## src/rtl/booth_pkg.sv

```systemverilog
// rtl/booth_pkg.sv - shared types, Booth triplet encodings and group-count helper
package booth_pkg;

    typedef enum logic [1:0] {
        IDLE = 2'd0,
        CALC = 2'd1,
        HOLD = 2'd2
    } state_t;

    localparam logic [2:0] BT_ZERO_P = 3'b000;
    localparam logic [2:0] BT_P1_A   = 3'b001;
    localparam logic [2:0] BT_P1_B   = 3'b010;
    localparam logic [2:0] BT_P2     = 3'b011;
    localparam logic [2:0] BT_M2     = 3'b100;
    localparam logic [2:0] BT_M1_A   = 3'b101;
    localparam logic [2:0] BT_M1_B   = 3'b110;
    localparam logic [2:0] BT_ZERO_N = 3'b111;

    // One extra group covers the two extension bits, so unsigned operands stay exact.
    function automatic int ng(input int width);
        return width / 2 + 1;
    endfunction

endpackage

```

## src/rtl/booth_r4_pp_sel.sv

```systemverilog
// rtl/booth_r4_pp_sel.sv - radix-4 Booth partial-product selector (0, +-A, +-2A)
module booth_r4_pp_sel
    import booth_pkg::*;
#(
    parameter int WIDTH = 32
) (
    input  logic [2:0]              triplet,
    input  logic [WIDTH+1:0]        a_ext,
    output logic signed [WIDTH+2:0] pp
);

    logic [WIDTH+2:0] a_one;
    logic [WIDTH+2:0] a_two;

    assign a_one = {a_ext[WIDTH+1], a_ext};
    assign a_two = {a_ext, 1'b0};

    always_comb begin
        pp = '0;
        case (triplet)
            BT_P1_A, BT_P1_B: pp = a_one;
            BT_P2:            pp = a_two;
            BT_M2:            pp = -a_two;
            BT_M1_A, BT_M1_B: pp = -a_one;
            default:          pp = '0;
        endcase
    end

endmodule

```

## src/rtl/booth_radix4_mul_seq.sv

```systemverilog
// rtl/booth_radix4_mul_seq.sv - sequential radix-4 Booth multiplier, one group per clock
module booth_radix4_mul_seq
    import booth_pkg::*;
#(
    parameter int WIDTH     = 32,
    parameter bit ZERO_SKIP = 1'b1
) (
    input  logic                 clk,
    input  logic                 rst,
    input  logic                 in_valid,
    output logic                 in_ready,
    input  logic [WIDTH-1:0]     a,
    input  logic [WIDTH-1:0]     b,
    input  logic                 a_signed,
    input  logic                 b_signed,
    output logic                 out_valid,
    input  logic                 out_ready,
    output logic [2*WIDTH-1:0]   product,
    output logic                 busy
);

    localparam int AW   = WIDTH + 2;
    localparam int BW   = WIDTH + 3;
    localparam int PW   = WIDTH + 3;
    localparam int ACCW = 2 * WIDTH + 4;
    localparam int NG   = ng(WIDTH);
    localparam int CW   = $clog2(NG + 1);
    localparam logic [CW-1:0] LAST = CW'(NG - 1);

    if ((WIDTH % 2) != 0 || WIDTH < 4) begin : g_bad_width
        $error("booth_radix4_mul_seq: WIDTH must be even and >= 4");
    end

    state_t              state;
    state_t              state_next;
    logic [AW-1:0]       a_ext;
    logic [BW-1:0]       b_ext;
    logic [ACCW-1:0]     acc;
    logic [ACCW-1:0]     acc_next;
    logic [ACCW-1:0]     pp_ext;
    logic [CW-1:0]       count;
    logic                zero_op;
    logic                accept;
    logic                finish;
    logic signed [PW-1:0] pp;

    booth_r4_pp_sel #(.WIDTH(WIDTH)) u_pp_sel (
        .triplet (b_ext[2:0]),
        .a_ext   (a_ext),
        .pp      (pp)
    );

    assign pp_ext   = {{(ACCW - PW){pp[PW-1]}}, pp};
    assign acc_next = acc + (pp_ext << {count, 1'b0});

    assign in_ready  = (state == IDLE);
    assign busy      = (state != IDLE);
    assign out_valid = (state == HOLD);

    always_ff @(posedge clk or negedge rst) begin
        if (!rst) begin
            state <= IDLE;
        end else begin
            state <= state_next;
        end
    end

    always_comb begin
        state_next = state;
        accept     = 1'b0;
        finish     = 1'b0;
        case (state)
            IDLE: begin
                if (in_valid) begin
                    accept     = 1'b1;
                    state_next = CALC;
                end
            end
            CALC: begin
                if (zero_op || count == LAST) begin
                    finish     = 1'b1;
                    state_next = HOLD;
                end
            end
            HOLD: begin
                if (out_ready) begin
                    state_next = IDLE;
                end
            end
            default: state_next = IDLE;
        endcase
    end

    // Extension width absorbs the signedness flags, so they need no register of their own.
    always_ff @(posedge clk or negedge rst) begin
        if (!rst) begin
            a_ext   <= '0;
            b_ext   <= '0;
            acc     <= '0;
            count   <= '0;
            zero_op <= 1'b0;
            product <= '0;
        end else if (accept) begin
            a_ext   <= a_signed ? {{2{a[WIDTH-1]}}, a} : {2'b00, a};
            b_ext   <= {(b_signed ? {{2{b[WIDTH-1]}}, b} : {2'b00, b}), 1'b0};
            acc     <= '0;
            count   <= '0;
            zero_op <= ZERO_SKIP && ((a == '0) || (b == '0));
        end else if (state == CALC) begin
            acc   <= acc_next;
            b_ext <= {{2{b_ext[BW-1]}}, b_ext[BW-1:2]};
            count <= count + 1'b1;
            if (finish) begin
                product <= zero_op ? '0 : acc_next[2*WIDTH-1:0];
            end
        end
    end

endmodule
```

## config.mk

```make
export PLATFORM = sky130hd
export DESIGN_NAME = booth_radix4_mul_seq
export DESIGN_NICKNAME = d
export VERILOG_FILES = /design/src/rtl/booth_pkg.sv /design/src/rtl/booth_r4_pp_sel.sv /design/src/rtl/booth_radix4_mul_seq.sv
export SDC_FILE = /design/constraint.sdc
export NUM_CORES = 1
export LEC_CHECK = 0
export BUFFER_PORTS_ARGS = -buffer_cell sky130_fd_sc_hd__buf_2
export CAP_MARGIN = 20
export CORE_MARGIN = 2
export CORE_UTILIZATION = 45
export CTS_BUF_LIST = sky130_fd_sc_hd__clkbuf_8 sky130_fd_sc_hd__clkbuf_16
export DETAILED_ROUTE_END_ITERATION = 8
export GPL_TIMING_DRIVEN = 0
export HOLD_SLACK_MARGIN = 0.08
export RECOVER_POWER = 50
export SYNTH_ARGS = -nofsm -noshare
export SYNTH_HDL_FRONTEND = slang
export SYNTH_HIERARCHICAL = 1
export SYNTH_SLANG_ARGS = --single-unit
export TNS_END_PERCENT = 20
```

## constraint.sdc

```tcl
create_clock -name clk -period 8.1 [get_ports clk]
set_input_delay 0.81 -clock clk [delete_from_list [all_inputs] [get_ports clk]]
set_output_delay 0.81 -clock clk [all_outputs]
set_load 0.05 [all_outputs]
```

# Word-level counts from Yosys, hierarchy flattened

Index checks and enable logic that the tools add are counted.

Register bits: 209
Input port bits: 70
Word-level logic and storage cells: 55

$add $sub $neg: 4
Equal/unequal tests: 12
Shift operators: 1
Multiplexer cells: 18
Bitwise operators: 1
Reduce and logical (&&, ||, !) cells: 11

Operators by type and width:

| operator            | count |
|---|---|
| $pmux 35 s4         | 1 |
| $mux 68             | 2 |
| $mux 34             | 3 |
| $neg 35->35         | 2 |
| $add 68x68->68      | 1 |
| $shl 68x6->68       | 1 |
| $logic_not 32->1    | 2 |
| $mux 64             | 1 |
| $mux 35             | 1 |
| $mux 5              | 2 |
| $eq 3x3->1 const B  | 3 |
| $eq 3x2->1 const B  | 2 |
| $mux 2              | 3 |
| $pmux 2 s3          | 1 |
| $reduce_and 3->1    | 2 |
| $add 5x1->5 const B | 1 |
| $eq 5x5->1 const B  | 1 |
| $mux 1              | 4 |
| $ne 2x2->1 const B  | 2 |
| $reduce_bool 2->1   | 2 |
| $reduce_or 2->1     | 2 |
| $eq 3x1->1 const B  | 1 |
| $eq 2x1->1 const B  | 1 |
| $eq 2x2->1 const B  | 1 |
| other kinds (4)     | 5 |

# Logic depth before layout (Yosys ltp)

Gate-level depths: netlist of the first run.

Depth after elaboration: 7
Gate-level depth with buffers: 26

# By module

Netlist of the first run, hierarchy kept.

Modules (own cells, without submodules):

| module               | times used | cells each | area each (um^2) | seq. area each (um^2) |
|---|---|---|---|---|
| booth_radix4_mul_seq | 1          | 1,651      | 14,058.5         | 5,104.9 |
| booth_r4_pp_sel      | 1          | 351        | 2,160.8          | 0.0 |

# Least setup slack after synthesis of the first run

OpenSTA, ideal clock, no wires.

Kind: reg-to-reg
From: register a_ext[5]
To: register acc[62]
Arrival time: 5,578 ps
Slack: 2,400 ps
Cell stages (with the launch flop): 25
Period minus slack after synthesis: 5,700 ps
Cell sequence: dfrtp_1 -> buf_6 -> or4_4 -> buf_6 -> or4_4 -> or4_4 -> mux2i_1 -> o311ai_1 -> clkbuf_1 -> mux4_2 -> mux2i_1 -> nor2_1 -> a21oi_1 -> o22ai_1 -> ha_1 -> buf_2 -> nand3_1 -> nor2_1 -> nand2_1 -> nor4_1 -> o2111ai_1 -> a31oi_1 -> nor3_1 -> or3b_1 -> a32o_1

Cells in the longest elaborated chain, start to end: 6
Elaborated cells on any way between the ends: 7

RTL lines:

| element                               | RTL line                                     | source |
|---|---|---|
| start: declaration                    | booth_radix4_mul_seq.sv:36                   | `logic [AW-1:0] a_ext;` |
| start signal: assignment              | booth_radix4_mul_seq.sv:104                  | `a_ext <= a_signed ? {{2{a[WIDTH-1]}}, a} : {2'b00, a};` |
| $neg 35->35, on equally long branches | booth_r4_pp_sel.sv:24, booth_r4_pp_sel.sv:23 |  |
| $pmux 35 s4 (*)                       | booth_r4_pp_sel.sv:20                        | `case (triplet)` |
| named net pp[34]                      | booth_radix4_mul_seq.sv:45                   | `logic signed [PW-1:0] pp;` |
| $shl 68x6->68 (*)                     | booth_radix4_mul_seq.sv:54                   | `assign acc_next = acc + (pp_ext << {count, 1'b0});` |
| $add 68x68->68 (*)                    | booth_radix4_mul_seq.sv:54                   |  |
| $mux 68 (*)                           | booth_radix4_mul_seq.sv:109                  | `end else if (state == CALC) begin` |
| $mux 68 (*)                           | booth_radix4_mul_seq.sv:103                  | `end else if (accept) begin` |
| end signal: assignment                | booth_radix4_mul_seq.sv:110                  | `acc <= acc_next;` |
| end: declaration                      | booth_radix4_mul_seq.sv:38                   | `logic [ACCW-1:0] acc;` |

The timed path passes the listed nets; every way through them passes the cells marked *. The select of a mux whose other input is x is not followed.
A chain may end at the register's enable or synchronous reset.

# Worst setup path after layout of the first run

From: register a_ext[3]
To: register product[62]

Cells in the longest elaborated chain, start to end: 5
Elaborated cells on any way between the ends: 6

RTL lines:

| element                               | RTL line                                     | source |
|---|---|---|
| $neg 35->35, on equally long branches | booth_r4_pp_sel.sv:24, booth_r4_pp_sel.sv:23 |  |
| $pmux 35 s4 (*)                       | booth_r4_pp_sel.sv:20                        |  |
| named net pp[19]                      | booth_radix4_mul_seq.sv:45                   |  |
| $shl 68x6->68 (*)                     | booth_radix4_mul_seq.sv:54                   |  |
| $add 68x68->68 (*)                    | booth_radix4_mul_seq.sv:54                   |  |
| $mux 64 (*)                           | booth_radix4_mul_seq.sv:114                  | `product <= zero_op ? '0 : acc_next[2*WIDTH-1:0];` |
| end signal: assignment                | booth_radix4_mul_seq.sv:114                  |  |
| end: declaration                      | booth_radix4_mul_seq.sv:18                   | `output logic [2*WIDTH-1:0] product,` |

The timed path passes the listed nets; every way through them passes the cells marked *.

==> metrics, run 1 <==
syn nets=2139; Setup Skew=22.61 ps; post-DR wirelength/cell=22.34 um; register bit total from synthesis=204; Startpoint Class=flop; io pins=137; Clock Latency Late Sink=560 ps; Bufs and invs on worst path=2; Core Footprint=0.03557 mm2; RSZ-0062 raised after global routing=no; pin count of the biggest net entering global routing=75; clock root buffer=clkbuf_16; Vias/cell=6.190; hpwl dp=46260 um; fill count=3510; CP cell instances=clkbuf_1 -> or4_4 -> buf_6 -> nor4_2 -> a31oi_1 -> xnor2_1 -> o221ai_1 -> mux4_2 -> mux2i_1 -> nand2_1 -> o211ai_1 -> o21ai_0 -> ha_1 -> nand4_1 -> nor2_1 -> nand2_1 -> nor4_1 -> o2111ai_1 -> a31oi_1 -> nor3_1 -> or3b_1 -> a32o_1; EDFF count, synth=0; Slew @ Worst Pin=4116 ps; Crit Path Class=reg2reg; Main synth FF type=dfrtp_1; Syn Std Cell Area=0.01622 mm2; Top Family by Delay on Critical Path=simple AND/OR/NAND/NOR gates; Tmin final=7677 ps; port bufs=136; H-tree levels=1; Mapped Cells=2002; die height=193.9 um; Worst EP arrival=8120 ps; final setup fails=0; antenna violations before repair=0; total CTS buffers=24; Chip Width=193.9 um; router iterations before antenna repair=5; syn avg cell area=8.102 um2; Max stage delay cell, worst path=nor4_2; Fmax=130.3 MHz; Slew Viols, Final=139; commonest non-fill, non-tap cell in the layout=nand2_1; Fin. Hold Viols=0; layout cells sized above 1=11.34%; grt ovf=0; clock-pin slew on the worst setup and hold paths=60 ps; CP Capture Type=flop; Async S/R FF share, synth=100.0%; Hold Buf Count CTS=0; maxcap violations=2; most frequent cells in the layout=nand2_1 (331), dfrtp_1 (204), o21ai_0 (165); fin crit share=94.77%; total track usage=30.63%; WP data required=8540 ps; DRT antenna net count=0; Syn-to-layout area delta=13.04%; Syn. warnings=6; max incr delay on CP=870 ps; first-pass GRT wire length=91700 um; Post-CTS Setup Inserts=0; Final #Nets=2306; initial core utilization=45.60%; worst-path fanout max=9; placed cells=2603; Fin Hold WS=442.4 ps; Max Root-Sink Buffers=3; TritonCTS clock tree=built; Seq/Total Area, Yosys=31.47%; vias=16390; failing checks=capacitance limit, slew limit; count of different cell masters after synthesis=88; Worst Hold Class=in2reg; vias in the first global route=15670; Final Non-Filler Cells=2648; drt drc=0; die footprint=0.03758 mm2; status=finished with violations; RD Place Congestion=0.9947; Slew HR=-174.4%; final setup TNS=0 ps; row cnt=69; diode count=0; post-CTS sizing=0; Initial DRC Count=1438; drt total wl=59160 um; CTS sink count=204
## worst reg2reg max path, stage by stage (launching register included)
cell and delay, ps:
dfrtp_1 370, clkbuf_1 240, or4_4 540, buf_6 150, nor4_2 870, a31oi_1 200
xnor2_1 210, o221ai_1 360, mux4_2 640, mux2i_1 340, nand2_1 100, o211ai_1 110
o21ai_0 280, ha_1 520, nand4_1 180, nor2_1 120, nand2_1 90, nor4_1 500
o2111ai_1 370, a31oi_1 510, nor3_1 140, or3b_1 450, a32o_1 270
## area by class of cell
class	count	area (um2)	share of cell area (%)
tap	461	576.8	3.146
clock inverter	16	187.7	1.024
buffer	165	678.2	3.699
clock buffer	28	655.6	3.576
multi-input combinational	1602	10320	56.28
inverter	31	116.4	0.6346
sequential	204	5105	27.84
timing repair buffer	141	695.7	3.794
## cells by family (layout without fill, tap and decap cells)
family | count (synthesis) | count (layout) | share of synthesized area (%)
AOI/OAI and AO/OA | 643 | 643 | 26.43
xor gates and xnor gates | 83 | 83 | 4.482
adders and majority gates | 67 | 67 | 5.215
buffers and inverters | 196 | 381 | 4.899
DFF | 204 | 204 | 31.47
muxes | 77 | 77 | 6.534
and+or+nand+nor | 732 | 732 | 20.97
## cell usage after synthesis (23+ instances only)
master / instances / area (um2)
a21o_1: 39 / 292.8
a21oi_1: 134 / 670.6
a22o_1: 61 / 534.3
a22oi_1: 37 / 277.8
buf_2: 26 / 130.1
clkbuf_1: 125 / 469.2
dfrtp_1: 204 / 5105
ha_1: 66 / 825.8
inv_1: 27 / 101.4
mux2i_1: 44 / 440.4
nand2_1: 331 / 1242
nand3_1: 59 / 295.3
nand4_1: 30 / 187.7
nor2_1: 135 / 506.7
nor3_1: 35 / 175.2
nor4_1: 35 / 219.0
o211ai_1: 23 / 172.7
o21ai_0: 165 / 825.8
xnor2_1: 45 / 394.1
xor2_1: 38 / 332.8
## routing by layer
| layer | share of wire (%) | vias to the layer above | wire length (um) | track usage (%) |
|---|---|---|---|---|
| met1 | 43 | 7872 | 25360 | 40.76 |
| met3 | 6.9 | 142 | 4053 | 5.549 |
| met5 | 0 | - | 0 | 0 |
| met2 | 45 | 670 | 26630 | 48.60 |
| li1 | - | 7708 | - | - |
| met4 | 5.3 | 0 | 3119 | 14.03 |
## worst paths after layout
kind	slack [ps]	depth (start not counted)	start	end
min in group asynchronous	1350	1	rst	product[15]
worst min-delay path	440	2	out_ready	state[1]
worst min register to register	470	2	a_ext[20]	a_ext[20]
max in group asynchronous	1580	2	rst	b_ext[12]
worst max-delay path	420	22	a_ext[3]	product[62]
worst max register to register	420	22	a_ext[3]	product[62]
## through the flow
| stage | setup slack, ps | utilization, % | instance area, um2 |
|---|---|---|---|
| floorplan | 2400 | - | 16220 |
| global placement | 469.8 | 49.13 | 17480 |
| detailed placement | 516.0 | 49.37 | 17560 |
| CTS | 464.9 | 51.74 | 18410 |
| global route | 103.9 | 51.55 | 18340 |
| finish | 423.3 | 51.55 | 18340 |
## sequential cells by signal, indices dropped and copies added (netlist names)
| signal | flops |
|---|---|
| state | 2 |
| zero_op | 1 |
| product | 64 |
| b_ext | 35 |
| acc | 64 |
| count | 5 |
| a_ext | 33 |
Power of run 1 is not shown: default switching activity piles up to over one toggle a cycle in this logic, so the estimate is an artifact.
==> run 2: changes to the inputs <==
==> constraint.sdc (replaced) <==
create_clock -name clk -period 8.1 [get_ports clk]
set_input_delay 0.405 -clock clk [delete_from_list [all_inputs] [get_ports clk]]
set_output_delay 0.405 -clock clk [all_outputs]
set_load 0.05 [all_outputs]
==> metrics, run 2 (synthesized netlist as in run 1, its figures left out) <==
Regs by FF count=acc (64), product (64), b_ext (35); Setup WS pre-CTS=516.0 ps (unchanged); vias=16700 (+1.9%); clock root buffer=clkbuf_16; grt ovf=0 (unchanged); final setup fails=0 (unchanged); Vias/cell=6.186 (about the same); Top Family by Delay on Critical Path=simple AND/OR/NAND/NOR gates; commonest non-fill, non-tap cell in the layout=nand2_1; drt drc=0 (unchanged); flop2flop setup slack=440 ps (about the same); fill count=3441 (-2.0%); Startpoint Class=flop; initial core utilization=45.60% (unchanged); Core Footprint=0.03557 mm2 (unchanged); RD Place Congestion=0.9947 (unchanged); Chip Width=193.9 um (unchanged); Slew @ Worst Pin=3597 ps (-518.9 ps); Fin Hold WS=93.85 ps (-348.6 ps); Slew Viols, Final=139 (unchanged); Post-CTS Setup Inserts=0 (unchanged); drt total wl=59880 um (+1.2%); Crit Path Class=reg2reg; diode count=0 (unchanged); die footprint=0.03758 mm2 (unchanged); Fin. Hold Viols=0 (unchanged); CP cell instances=clkbuf_1 -> or4_4 -> buf_6 -> nor4_2 -> a31oi_1 -> xnor2_1 -> o221ai_1 -> mux4_2 -> mux2i_1 -> nand2_1 -> o211ai_1 -> o21ai_0 -> ha_1 -> nand4_1 -> nor2_1 -> nand2_1 -> nor4_1 -> o2111ai_1 -> a31oi_1 -> nor3_1 -> or3b_1 -> a32o_1; TritonCTS clock tree=built; Setup Skew=20.88 ps (-1.732 ps); status=finished with violations; Worst EP arrival=8110 ps (about the same); Clock Latency Late Sink=560 ps (about the same); row cnt=69 (unchanged); first-pass GRT wire length=92630 um (+1.0%); RSZ-0062 raised after global routing=no; router iterations before antenna repair=6 (+1); total track usage=30.92% (+0.29 points); total CTS buffers=24 (unchanged); placed cells=2603 (unchanged); CTS sink count=204 (unchanged); max incr delay on CP=870 ps (about the same); io pins=137 (unchanged); port bufs=136 (unchanged); H-tree levels=1 (unchanged); clock-pin slew on the worst setup and hold paths=60 ps (about the same); vias in the first global route=15940 (+1.7%); Bufs and invs on worst path=2 (unchanged); Final #Nets=2358 (+2.3%); most frequent cells in the layout=nand2_1 (331), dfrtp_1 (204), clkbuf_1 (190); hpwl dp=46260 um (unchanged); Fmax=130.5 MHz (+0.16%); Final Non-Filler Cells=2700 (+2.0%); pin count of the biggest net entering global routing=75 (unchanged); Tmin final=7664 ps (-12.47 ps); WP data required=8540 ps (about the same); failing checks=capacitance limit, slew limit; Slew HR=-139.8% (+35 points); CP Capture Type=flop; Max Root-Sink Buffers=3 (unchanged); final setup TNS=0 ps (unchanged); Syn-to-layout area delta=16.05%; DRT antenna net count=0 (unchanged); antenna violations before repair=0 (unchanged); layout cells sized above 1=9.647% (-1.7 points); fin crit share=94.62% (-0.15 points); die height=193.9 um (unchanged); Initial DRC Count=1417 (-1.5%); Max stage delay cell, worst path=nor4_2; Worst Hold Class=in2reg; post-DR wirelength/cell=22.18 um (-0.73%); maxcap violations=2 (unchanged); Setup WS post-layout=435.7 ps (+12.47 ps); post-CTS sizing=0 (unchanged); worst-path fanout max=9 (unchanged)
-- run 2: changes by cell type in the layout (fill, tap and decap cells not counted), sizes merged --
cell           delta
clkbuf           +31
dlygate4sd3      +52
buf              -32
clkdlybuf4s25     +1
-- run 2: what timing repair did --
| item | CTS | global route |
|---|---|---|
| endpoints found under the hold margin | 114 | 0 |
| hold buffers | 52 | 0 |
| setup endpoints to repair | 0 | 0 |
-- run 2: path summary, 6_finish.rpt --
| kind | end | cells after the start | startpoint |
|---|---|---|---|
| hold / removal | b_ext[11] | 3 | b[10] |
| min in group asynchronous | product[13] | 2 | rst |
| hold reg to reg | a_ext[6] | 2 | a_ext[6] |
| setup reg to reg | product[62] | 22 | a_ext[3] |
| setup / recovery | product[62] | 22 | a_ext[3] |
| max in group asynchronous | b_ext[12] | 3 | rst |
-- run 2: worst reg2reg max path, stage by stage (launching register included) --
cell       delay [ps]
dfrtp_1           370
clkbuf_1          240
or4_4             540
buf_6             150
nor4_2            870
a31oi_1           200
xnor2_1           200
o221ai_1          360
mux4_2            630
mux2i_1           340
nand2_1           100
o211ai_1          110
o21ai_0           280
ha_1              520
nand4_1           180
nor2_1            120
nand2_1            90
nor4_1            500
o2111ai_1         370
a31oi_1           500
nor3_1            140
or3b_1            450
a32o_1            270
-- run 2: final cells by class --
| class | count | area (um2) | share of cell area [%] |
|---|---|---|---|
| sequential | 204 | 5105 | 27.12 |
| clock buffer | 28 | 655.6 | 3.483 |
| tap | 461 | 576.8 | 3.065 |
| clock inverter | 16 | 187.7 | 0.9971 |
| inverter | 31 | 116.4 | 0.6182 |
| buffer | 165 | 678.2 | 3.603 |
| multi-input combinational | 1602 | 10320 | 54.83 |
| timing repair buffer | 193 | 1182 | 6.282 |
-- run 2: metal layers --
metal | vias up | global-route usage [%] | part of all wire, %
met5 | - | 0 | 0
met2 | 718 | 49.42 | 45
met4 | 0 | 14.56 | 5.7
li1 | 7813 | - | -
met3 | 160 | 5.740 | 7.3
met1 | 8010 | 40.62 | 42
-- run 2: metrics by stage --
stage | util (%) | instance area (um2)
after floorplan | - | 16220
after CTS | 53.21 | 18930
after global placement | 49.13 | 17480
after detailed placement | 49.37 | 17560
after global routing | 52.92 | 18820
final | 52.92 | 18820
Power of run 2 is left out for the same reason.
==> run 3: changes to the inputs <==
--- a/config.mk
+++ b/config.mk
@@ -5,6 +5,7 @@
 export SDC_FILE = /design/constraint.sdc
 export NUM_CORES = 1
 export LEC_CHECK = 0
+export ABC_AREA = 1
 export BUFFER_PORTS_ARGS = -buffer_cell sky130_fd_sc_hd__buf_2
 export CAP_MARGIN = 20
 export CORE_MARGIN = 2
==> metrics, run 3 <==
hpwl dp=56100 um (+21%); Mapped Cells=2818 (+41%); post-CTS sizing=0 (unchanged); Worst EP arrival=6140 ps (-1970 ps); Seq/Total Area, Yosys=29.52% (-1.9 points); maxcap violations=1 (-1); io pins=137 (unchanged); grt ovf=0 (unchanged); Setup Skew=14.18 ps (-6.698 ps); count of different cell masters after synthesis=48 (-45%); RSZ-0062 raised after global routing=no; final setup fails=0 (unchanged); drt total wl=67820 um (+13%); diode count=0 (unchanged); final design instance area without fill=0.01976 mm2 (+5.0%); fill count=3975 (+16%); max incr delay on CP=500 ps (-370 ps); RD Place Congestion=1.052 (+5.8%); Syn-to-layout area delta=14.26%; Tmin final=5698 ps (-1966 ps); leading area contributor after synthesis=dfrtp_1; Hold Buf Count CTS=39 (-25%); met2 Use GR=54.23% (+4.8 points); Crit Path Class=reg2reg; Clock Latency Late Sink=560 ps (about the same); total CTS buffers=24 (unchanged); Syn. warnings=6 (unchanged); clock root buffer=clkbuf_16; Fin. Hold Viols=0 (unchanged); post-DR wirelength/cell=19.11 um (-14%); share of the synthesized area in the top cell type=29.52% (-1.9 points); drt drc=0 (unchanged); commonest non-fill, non-tap cell in the layout=nand2_1; die footprint=0.04001 mm2 (+6.5%); Setup WS post-layout=2402 ps (+1966 ps); Startpoint Class=flop; Slew @ Worst Pin=5262 ps (+1665 ps); Syn Std Cell Area=0.01729 mm2 (+6.6%); Async S/R FF share, synth=100.0% (unchanged); Chip Width=200.0 um (+3.2%); Worst Hold Class=in2reg; most numerous cell in the Yosys netlist=nand2_1; failing checks=capacitance limit, slew limit; CTS sink count=204 (unchanged); H-tree levels=1 (unchanged); Max stage delay cell, worst path=ha_1; Fmax=175.5 MHz (+35%); most frequent cells in the layout=nand2_1 (1097), inv_1 (324), nand3_1 (224); WP data required=8540 ps (about the same); CP Capture Type=flop; Setup WS pre-CTS=2685 ps (+2169 ps); syn avg cell area=6.136 um2 (-24%); clock-pin slew on the worst setup and hold paths=60 ps (about the same); area post-placement=0.01865 mm2 (+6.2%); vias=19250 (+15%); syn nets=2955 (+38%); Core Footprint=0.03776 mm2 (+6.1%); fin crit share=70.35% (-24 points); status=finished with violations; vias in the first global route=18070 (+13%); Final #Nets=3157 (+34%); Slew HR=-250.8% (-110 points); die height=200.0 um (+3.2%); row cnt=71 (+2.9%); router iterations before antenna repair=8 (+2); layout cells sized above 1=7.867% (-1.8 points); top cells by count, synth=nand2_1 (1096), inv_1 (321), nand3_1 (224); EDFF count, synth=0 (unchanged); worst-path fanout max=6 (-3); register bit total from synthesis=204 (unchanged); Post-CTS Setup Inserts=0 (unchanged); Vias/cell=5.423 (-12%); initial core utilization=45.80% (+0.20 points); Regs by FF count=acc (64), product (64), b_ext (35); met1 usage=46.35% (+5.7 points); Slew Viols, Final=96 (-31%); Top Family by Delay on Critical Path=simple AND/OR/NAND/NOR gates; Crit path top cell by count=nand2_1; Area contributors post-synth=dfrtp_1 (30%), nand2_1 (24%), inv_1 (7.0%), nand3_1 (6.5%), ha_1 (4.8%); total track usage=34.23% (+3.3 points); port bufs=136 (unchanged); final setup TNS=0 ps (unchanged); antenna violations before repair=0 (unchanged); most crowded layer after global routing=met2; Main synth FF type=dfrtp_1; Max Root-Sink Buffers=3 (unchanged); pin count of the biggest net entering global routing=111 (+48%); DRT antenna net count=0 (unchanged); met3 usage in global routing=5.175% (-0.57 points); Bufs and invs on worst path=3 (+1); TritonCTS clock tree=built; first-pass GRT wire length=103800 um (+12%); Fin Hold WS=90.20 ps (-3.648 ps); Initial DRC Count=1700 (+20%)
[run 3: cell types whose count changed after synthesis, sizes merged, moves of 28 or more]
cell / change
nor2: +105
mux2i: -39
nand2: +794
a21oi: -39
nand3: +168
inv: +302
clkbuf: -91
a22o: -61
a22oi: -28
a21o: -39
[run 3: layout make-up]
cell class	instances	area, um2	area share, %
Sequential cell	204	5105	25.84
Clock buffer	27	641.9	3.249
Timing Repair Buffer	176	1017	5.149
Inverter	333	1250	6.327
Multi-Input combinational cell	2183	10440	52.85
Tap cell	511	639.4	3.236
Buffer	98	491.7	2.489
Clock inverter	17	170.2	0.8613
[run 3: through the flow]
| stage | util, % | instances |
|---|---|---|
| 2_1_floorplan | - | 2818 |
| 3_3_place_gp | 49.29 | 3465 |
| 3_5_place_dp | 49.39 | 3466 |
| 4_1_cts | 52.58 | 3549 |
| 5_1_grt | 52.33 | 3549 |
| 6_report | 52.33 | 3549 |
[run 3: tightest hold or removal path: stages]
cell	delay [ps]
buf_2	90
nand2_1	50
nand3_1	70
[run 3: layer usage]
| metal | up-vias | routed length [um] | part of all wire (%) |
|---|---|---|---|
| met3 | 157 | 4998 | 7.4 |
| met5 | - | 0 | 0 |
| met1 | 8922 | 29900 | 44 |
| li1 | 9413 | - | - |
| met4 | 0 | 3289 | 4.8 |
| met2 | 756 | 29640 | 44 |
[run 3: final timing paths]
path / endpoint / slack [ps] / startpoint / cells after the start
setup / recovery: product[55] / 2400 / a_ext[0] / 28
hold / removal: b_ext[10] / 90 / b[9] / 3
setup reg to reg: product[55] / 2400 / a_ext[0] / 28
hold reg to reg: product[51] / 470 / product[51] / 2
max in group asynchronous: a_ext[10] / 2840 / rst / 2
min in group asynchronous: product[11] / 2330 / rst / 2
[run 3: cell families after synthesis]
logic type,after synthesis,share of synthesized area (%)
XOR/XNOR,42,2.127
AND/OR/NAND/NOR,1682,40.77
multiplexers,5,0.2895
AO/OA/AOI/OAI,387,12.32
buffers and inverters,431,10.07
adder cells (fa/ha/maj),67,4.892
flip-flops,204,29.52
Power of run 3 is left out for the same reason.
